<file path="src/rtl/waveform_sequencer.sv">
// Plays a combinationally read waveform memory, holding each element per_q cycles before offering it.
// First valid per_q cycles after start; backpressure stretches EMIT only, and the timer is frozen there.
module waveform_sequencer #(
  parameter int ADDR_W = 10,
  parameter int DATA_W = 32,
  parameter int PER_W  = 16
) (
  input  logic              clk,
  input  logic              reset_n,
  input  logic              wave_ready,
  input  logic              start,
  input  logic              stop,
  input  logic              loop_en,
  input  logic [PER_W-1:0]  period,
  input  logic [ADDR_W:0]   wave_len,
  output logic [ADDR_W-1:0] rd_addr,
  input  logic [DATA_W-1:0] rd_data,
  output logic [DATA_W-1:0] sample_out,
  output logic              sample_valid,
  input  logic              sample_ready,
  output logic              busy,
  output logic              wrap_pulse,
  output logic              done
);
  typedef enum logic [1:0] {S_IDLE, S_TICK, S_EMIT, S_DONE} state_t;

  localparam int LW = ADDR_W + 1;
  localparam logic [ADDR_W:0]  LEN_MAX = {1'b1, {ADDR_W{1'b0}}};
  localparam logic [ADDR_W:0]  LEN_ONE = LW'(1);
  localparam logic [PER_W-1:0] PER_ONE = PER_W'(1);

  state_t            r_state, w_state_nxt;
  logic [PER_W-1:0]  r_per_q, w_per_nxt, w_per_in;
  logic [PER_W-1:0]  r_timer, w_timer_nxt;
  logic [ADDR_W:0]   r_len_q, w_len_nxt, w_len_in;
  logic [ADDR_W-1:0] r_addr, w_addr_nxt;
  logic [DATA_W-1:0] r_sample, w_sample_nxt;
  logic              r_valid, w_valid_nxt;
  logic              r_done, w_done_nxt;
  logic              w_busy, w_abort, w_hs, w_last, w_wrap;

  always_comb begin
    w_busy   = (r_state == S_TICK) || (r_state == S_EMIT);
    w_abort  = stop || (w_busy && !wave_ready);
    w_hs     = (r_state == S_EMIT) && r_valid && sample_ready;
    w_last   = ({1'b0, r_addr} == (r_len_q - LEN_ONE));
    w_per_in = (period == '0) ? PER_ONE : period;
    w_len_in = ((wave_len == '0) || (wave_len > LEN_MAX)) ? LEN_MAX : wave_len;

    w_state_nxt  = r_state;
    w_per_nxt    = r_per_q;
    w_len_nxt    = r_len_q;
    w_timer_nxt  = r_timer;
    w_addr_nxt   = r_addr;
    w_sample_nxt = r_sample;
    w_valid_nxt  = r_valid;
    w_done_nxt   = r_done;
    w_wrap       = 1'b0;

    // Abort wins over everything, including a handshake in the same cycle.
    if (w_abort) begin
      w_state_nxt = S_IDLE;
      w_valid_nxt = 1'b0;
      w_done_nxt  = 1'b0;
      w_addr_nxt  = '0;
    end else begin
      case (r_state)
        S_IDLE, S_DONE: begin
          if (start && wave_ready) begin
            w_per_nxt   = w_per_in;
            w_len_nxt   = w_len_in;
            w_addr_nxt  = '0;
            w_timer_nxt = w_per_in - PER_ONE;
            w_done_nxt  = 1'b0;
            w_state_nxt = S_TICK;
          end
        end
        S_TICK: begin
          if (r_timer != '0) begin
            w_timer_nxt = r_timer - PER_ONE;
          end else begin
            w_sample_nxt = rd_data;
            w_valid_nxt  = 1'b1;
            w_state_nxt  = S_EMIT;
          end
        end
        S_EMIT: begin
          if (w_hs) begin
            w_valid_nxt = 1'b0;
            if (!w_last) begin
              w_addr_nxt  = r_addr + 1'b1;
              w_timer_nxt = r_per_q - PER_ONE;
              w_state_nxt = S_TICK;
            end else begin
              w_wrap = 1'b1;
              if (loop_en) begin
                w_addr_nxt  = '0;
                w_timer_nxt = r_per_q - PER_ONE;
                w_state_nxt = S_TICK;
              end else begin
                w_done_nxt  = 1'b1;
                w_state_nxt = S_DONE;
              end
            end
          end
        end
        default: w_state_nxt = S_IDLE;
      endcase
    end
  end

  always_ff @(posedge clk or negedge reset_n) begin
    if (!reset_n) begin
      r_state  <= S_IDLE;
      r_per_q  <= '0;
      r_len_q  <= '0;
      r_timer  <= '0;
      r_addr   <= '0;
      r_sample <= '0;
      r_valid  <= 1'b0;
      r_done   <= 1'b0;
    end else begin
      r_state  <= w_state_nxt;
      r_per_q  <= w_per_nxt;
      r_len_q  <= w_len_nxt;
      r_timer  <= w_timer_nxt;
      r_addr   <= w_addr_nxt;
      r_sample <= w_sample_nxt;
      r_valid  <= w_valid_nxt;
      r_done   <= w_done_nxt;
    end
  end

  assign rd_addr      = r_addr;
  assign sample_out   = r_sample;
  assign sample_valid = r_valid;
  assign busy         = w_busy;
  assign wrap_pulse   = w_wrap;
  assign done         = r_done;

endmodule

</file>
<file path="config.mk">
export PLATFORM = sky130hd
export DESIGN_NAME = waveform_sequencer
export DESIGN_NICKNAME = d
export VERILOG_FILES = /design/src/rtl/waveform_sequencer.sv
export SDC_FILE = /design/constraint.sdc
export NUM_CORES = 1
export LEC_CHECK = 0
export CAP_MARGIN = 20
export CORE_ASPECT_RATIO = 1.1
export CORE_MARGIN = 3
export CORE_UTILIZATION = 47
export CTS_BUF_LIST = sky130_fd_sc_hd__clkbuf_16
export CTS_CLUSTER_DIAMETER = 50
export DETAILED_ROUTE_END_ITERATION = 8
export GPL_ROUTABILITY_DRIVEN = 0
export PLACE_DENSITY = 0.72
export SYNTH_ARGS = -nofsm -noshare
export SYNTH_HDL_FRONTEND = slang
export SYNTH_SLANG_ARGS = --single-unit
</file>
<file path="constraint.sdc">
create_clock -name clk -period 8.85 [get_ports clk]
set_clock_uncertainty 0.15 [all_clocks]
set_input_delay 0.885 -clock clk [delete_from_list [all_inputs] [get_ports clk]]
set_output_delay 0.885 -clock clk [all_outputs]
set_load 0.02 [all_outputs]
</file>
# Yosys cells after proc, flatten, opt, wreduce, memory -nomap -nowiden
# Index checks and enable logic that the tools add are counted.
[classes]
n_bitwise = 2
n_mux = 35
eq_ne = 14
div = 0
shift = 0
order_cmp = 1
n_mul = 0
reduce_logical = 22
add_sub_neg = 5
[op_table]
columns = ["operator", "count"]
rows = [
  ["two-way mux 16 bit", 6],
  ["two-way mux 10 bit", 5],
  ["one-hot mux 16 bit (3 select lines)", 1],
  ["subtractor 16 x 1 -> 16 bit, second input constant", 3],
  ["one-hot mux 10 bit (2 select lines)", 1],
  ["!= test 3 bit, second input constant", 6],
  ["zero test 16 bit", 1],
  ["nonzero test 16 bit", 1],
  ["two-way mux 1 bit", 12],
  ["two-way mux 2 bit", 6],
  ["AND reduction 3 bit", 4],
  ["== test 10 x 11 -> 1 bit", 1],
  ["greater-than comparator 11 bit, second input constant", 1],
  ["zero test 11 bit", 1],
  ["two-way mux 11 bit", 1],
  ["subtractor 11 x 1 -> 11 bit, second input constant", 1],
  ["adder 10 x 1 -> 10 bit, second input constant", 1],
  ["AND reduction 5 bit", 2],
  ["one-hot mux 2 bit (3 select lines)", 1],
  ["nonzero test 3 bit", 2],
  ["== test 2 bit, second input constant", 2],
  ["logical AND 1 bit", 4],
  ["!= test 2 bit, second input constant", 2],
  ["!= test 4 bit, second input constant", 1],
  ["9 further kinds", 13],
]
[totals]
in_bits = 66
ramBits = 0
register_bits = 89
latch_bits = 0
out_inout_bits = 46
n_memories = 0
elab_cells = 87
rom_bits = 0

# Longest topological paths before layout
[logic_depth]
ltp_word = 6
mapped_depth = 12
ltp_nobuf = 10

# Least setup slack after synthesis
# OpenSTA, ideal clock, no wires.
[synth_timing]
path_kind = "register to output"
from = "register r_len_q[0]"
to = "output wrap_pulse"
arrival_time_ns = 2.213
required_time_ns = 7.815
stages_incl_launch_ff = 10
slack_ns = 5.602
n_path_buf = 0
path_cell_list = "dfrtp_1 > inv_1 > ha_1 > nor4b_4 > o31a_1 > o221ai_1 > o41ai_1 > o21a_1 > nand3_1 > nor3_1"
[synth_between]
elab_chain_cells = 6
[synth_rtl]
columns = ["item", "line_no", "text"]
rows = [
  ["from (decl)", "35", "logic [ADDR_W:0] r_len_q, w_len_nxt, w_len_in;"],
  ["from (signal assigned)", "125", "r_len_q <= w_len_nxt;"],
  ["subtractor 11 x 1 -> 11 bit", "46", "w_last = ({1'b0, r_addr} == (r_len_q - LEN_ONE));"],
  ["== test 10 x 11 -> 1 bit", "46", ""],
  ["two-way mux 1 bit", "90", "if (!w_last) begin"],
  ["two-way mux 1 bit", "88", "if (w_hs) begin"],
  ["two-way mux 1 bit", "67", "case (r_state)"],
  ["two-way mux 1 bit", "61", "if (w_abort) begin"],
  ["to (decl)", "22", "output logic wrap_pulse,"],
]
# No other way between the ends.

# Final worst setup path
# Ends and elaborated chain as after synthesis.

==> results.cfg <==
[outcome]
status = finished, final reports clean

[synthesis]
synth.cell_area_um2 = 4700
synthMuxAreaShare_pct = 11.5
yosys-top-cells-area = dfrtp_1 (47%), mux2_2 (12%), o21ai_0 (5.2%), nand2_1 (3.9%), xnor2_1 (3.5%)
synth_top_family_by_area = simple AND/OR/NAND/NOR gates
synth.most_common_cell = dfrtp_1
syn_inst = 460
synth_compound_area_share_pct = 15.6
synth_flop_cell = dfrtp_1
synth-seq-area-share_pct = 47.4
synthArstFlopShare_pct = 100
synth_warnings = 0
syn_area_per_cell_um2 = 10.2
synth_fa_ha_area_share_pct = 1.60
yosysTopAreaCellShare_pct = 47.4
synth_edf_count = 0
synth_xor_area_share_pct = 4.48
ys_types = 53
synth_largest_area_cell = dfrtp_1
synthTopCellsByCount = dfrtp_1 (89), nand2_1 (49), o21ai_0 (49), mux2_2 (48)
yosys.area_share.simple_pct = 15.6
syn_nets = 532
yosys_register_bits = 89

[timing]
tns_ns = 0
rsz0062_at_grt = false
fin_crit_sh_pct = 48.1
final.min_clock_period_ns = 4.26
slew_headroom_pct = 37.0
fmax_mhz = 235
hold_violations = 0
worstMarginPinSlew_ns = 0.945
drv_slew = 0
setup_viol = 0

[floorplan]
ios = 112
dieArea_um2 = 11200
coreArea_um2 = 9540
num_rows = 37
initial_utilization_pct = 49.3
die_w_um = 101
die_y_um = 111

[global_route]
grt.total_usage_pct = 22.3
grt_antenna_before_repair = 0
grt_pass1_wl_um = 20200
grt_overflow_total = 0
grt_max_degree = 52
first_global_vias = 3932

[critical_path]
r2r_start = r_state[0]
crit_arrival_ns = 3.22
cp_max_fo = 10
startpoint_type = register
worstPathRequired_ns = 7.82
cp-end-kind = output port
r2r.worst_path.cells = 10
r2r_slack_ns = 4.96
r2r-end = r_timer[11]
worstSetupPathType = reg -> out

[drt]
drtIter0Drc = 218
drc = 0
vias_per_cell = 5.84
routed_wirelength_um = 12000
avgRoutedWirePerCell_um = 17.7
vias = 3972
ant_nets = 0
dr.pass1.iters = 4

[finish]
drive_gt1_share_pct = 13.0
nNetsFinal = 630
n_antenna_cell = 0
final_area_um2 = 6160
syn_to_final_growth_pct = 31.2

[placed_design]
dpl_cell_area_um2 = 5840
dpl.hpwl_um = 8710
port_buffers = 111

[cts]
clkTransAtPathRegs_ns = 0.07
root_buffer = clkbuf_16
ctsHoldBuffers = 0
ctsResizeCount = 0
clock-sinks = 89
cts_tree = built
htree_levels = 3
clock_latency_ns = 0.34
post_cts_buffers = 0
numCtsBuffers = 9
cts_buffer_depth = 2

[run]
drv_cap = 0

[power]
peakVddDrop_v = 0.000155
p_leak_uw = 0.00265
power_density_nw_per_um2 = 257

[worst_hold_path]
hold_depth = 1
hp-start = sample_out[1]
hp-class = reg -> reg
hold-path-endpoint = sample_out[1]
how the worst max path moves through the flow:
stage / start / endpoint / slack (ns)
2_1_floorplan: r_len_q[0] / wrap_pulse / 5.60
3_3_place_gp: wave_ready / wrap_pulse / 4.94
3_5_place_dp: wave_ready / wrap_pulse / 4.89
4_1_cts: r_len_q[0] / wrap_pulse / 4.57
5_1_grt: r_len_q[0] / wrap_pulse / 4.40
6_report: r_len_q[0] / wrap_pulse / 4.59
state kept, by name, indices dropped and copies added (netlist names):
name	cells
r_per_q	16
sample_out	32
rd_addr	10
r_len_q	11
done	1
sample_valid	1
r_state	2
r_timer	16
critical path, cell delays in order, from the launching register on:
cell and delay (ns):
dfrtp_1 0.42, inv_1 0.07, ha_1 0.22, nor4b_4 0.51, o31a_1 0.25, o221ai_1 0.11, o41ai_1 0.12, o21a_1 0.18
nand3_1 0.11, nor3_1 0.25, clkdlybuf4s50_1 0.64
layer usage:
layer	wire length, µm	track usage, %	vias up	share of wire [%]
met1	4950	28.5	1972	41
met5	0	0	-	0
met4	186	7.27	0	1.5
met2	6380	38.1	103	53
li1	-	-	1881	-
met3	510	3.21	16	4.2
cell type report:
| cell class | instances | area, µm² |
|---|---|---|
| Multi-Input combinational cell | 330 | 2290 |
| Sequential cell | 89 | 2230 |
| Clock inverter | 7 | 93.8 |
| Timing Repair Buffer | 113 | 1120 |
| Tap cell | 117 | 146 |
| Fill cell | 801 | 3370 |
| Clock buffer | 9 | 225 |
| Inverter | 15 | 56.3 |
power by group:
part,internal (µW),switching [µW]
clock,247,163
sequential,510,93.4
combinational,264,305
total,1020,561
logic make-up (layout without fill, tap and decap cells):
logic type,count (synthesis),count (layout)
buffers and inverters,41,144
XOR/XNOR,24,24
adder cells (fa/ha/maj),6,6
AND/OR/NAND/NOR,142,142
flip-flops,89,89
multiplexers,48,48
AO/OA/AOI/OAI,110,110
placed cells by master, fill, tap and decap left out, drive strengths merged, types with 9 or more instances in the layout:
cell type      count
nor3              12
xnor2             19
nor2              14
nand3             19
dfrtp             89
a221o             11
o31ai              9
clkdlybuf4s50    110
nand2             49
inv               16
o21ai             51
mux2              48
clkbuf             9
nor4              11
per-stage QoR:
step,total power (µW),worst slack [ns],hold slack [ns],utilization [%],cells
after global routing,1690,4.40,0.367,64.6,680
after global placement,1150,4.94,0.334,61.3,664
after detailed placement,1170,4.89,0.343,61.3,664
after floorplan,1000,5.60,0.316,-,460
final,1580,4.59,0.356,64.6,680
after CTS,1590,4.57,0.358,64.6,680
(Power assumes the default switching activity.)
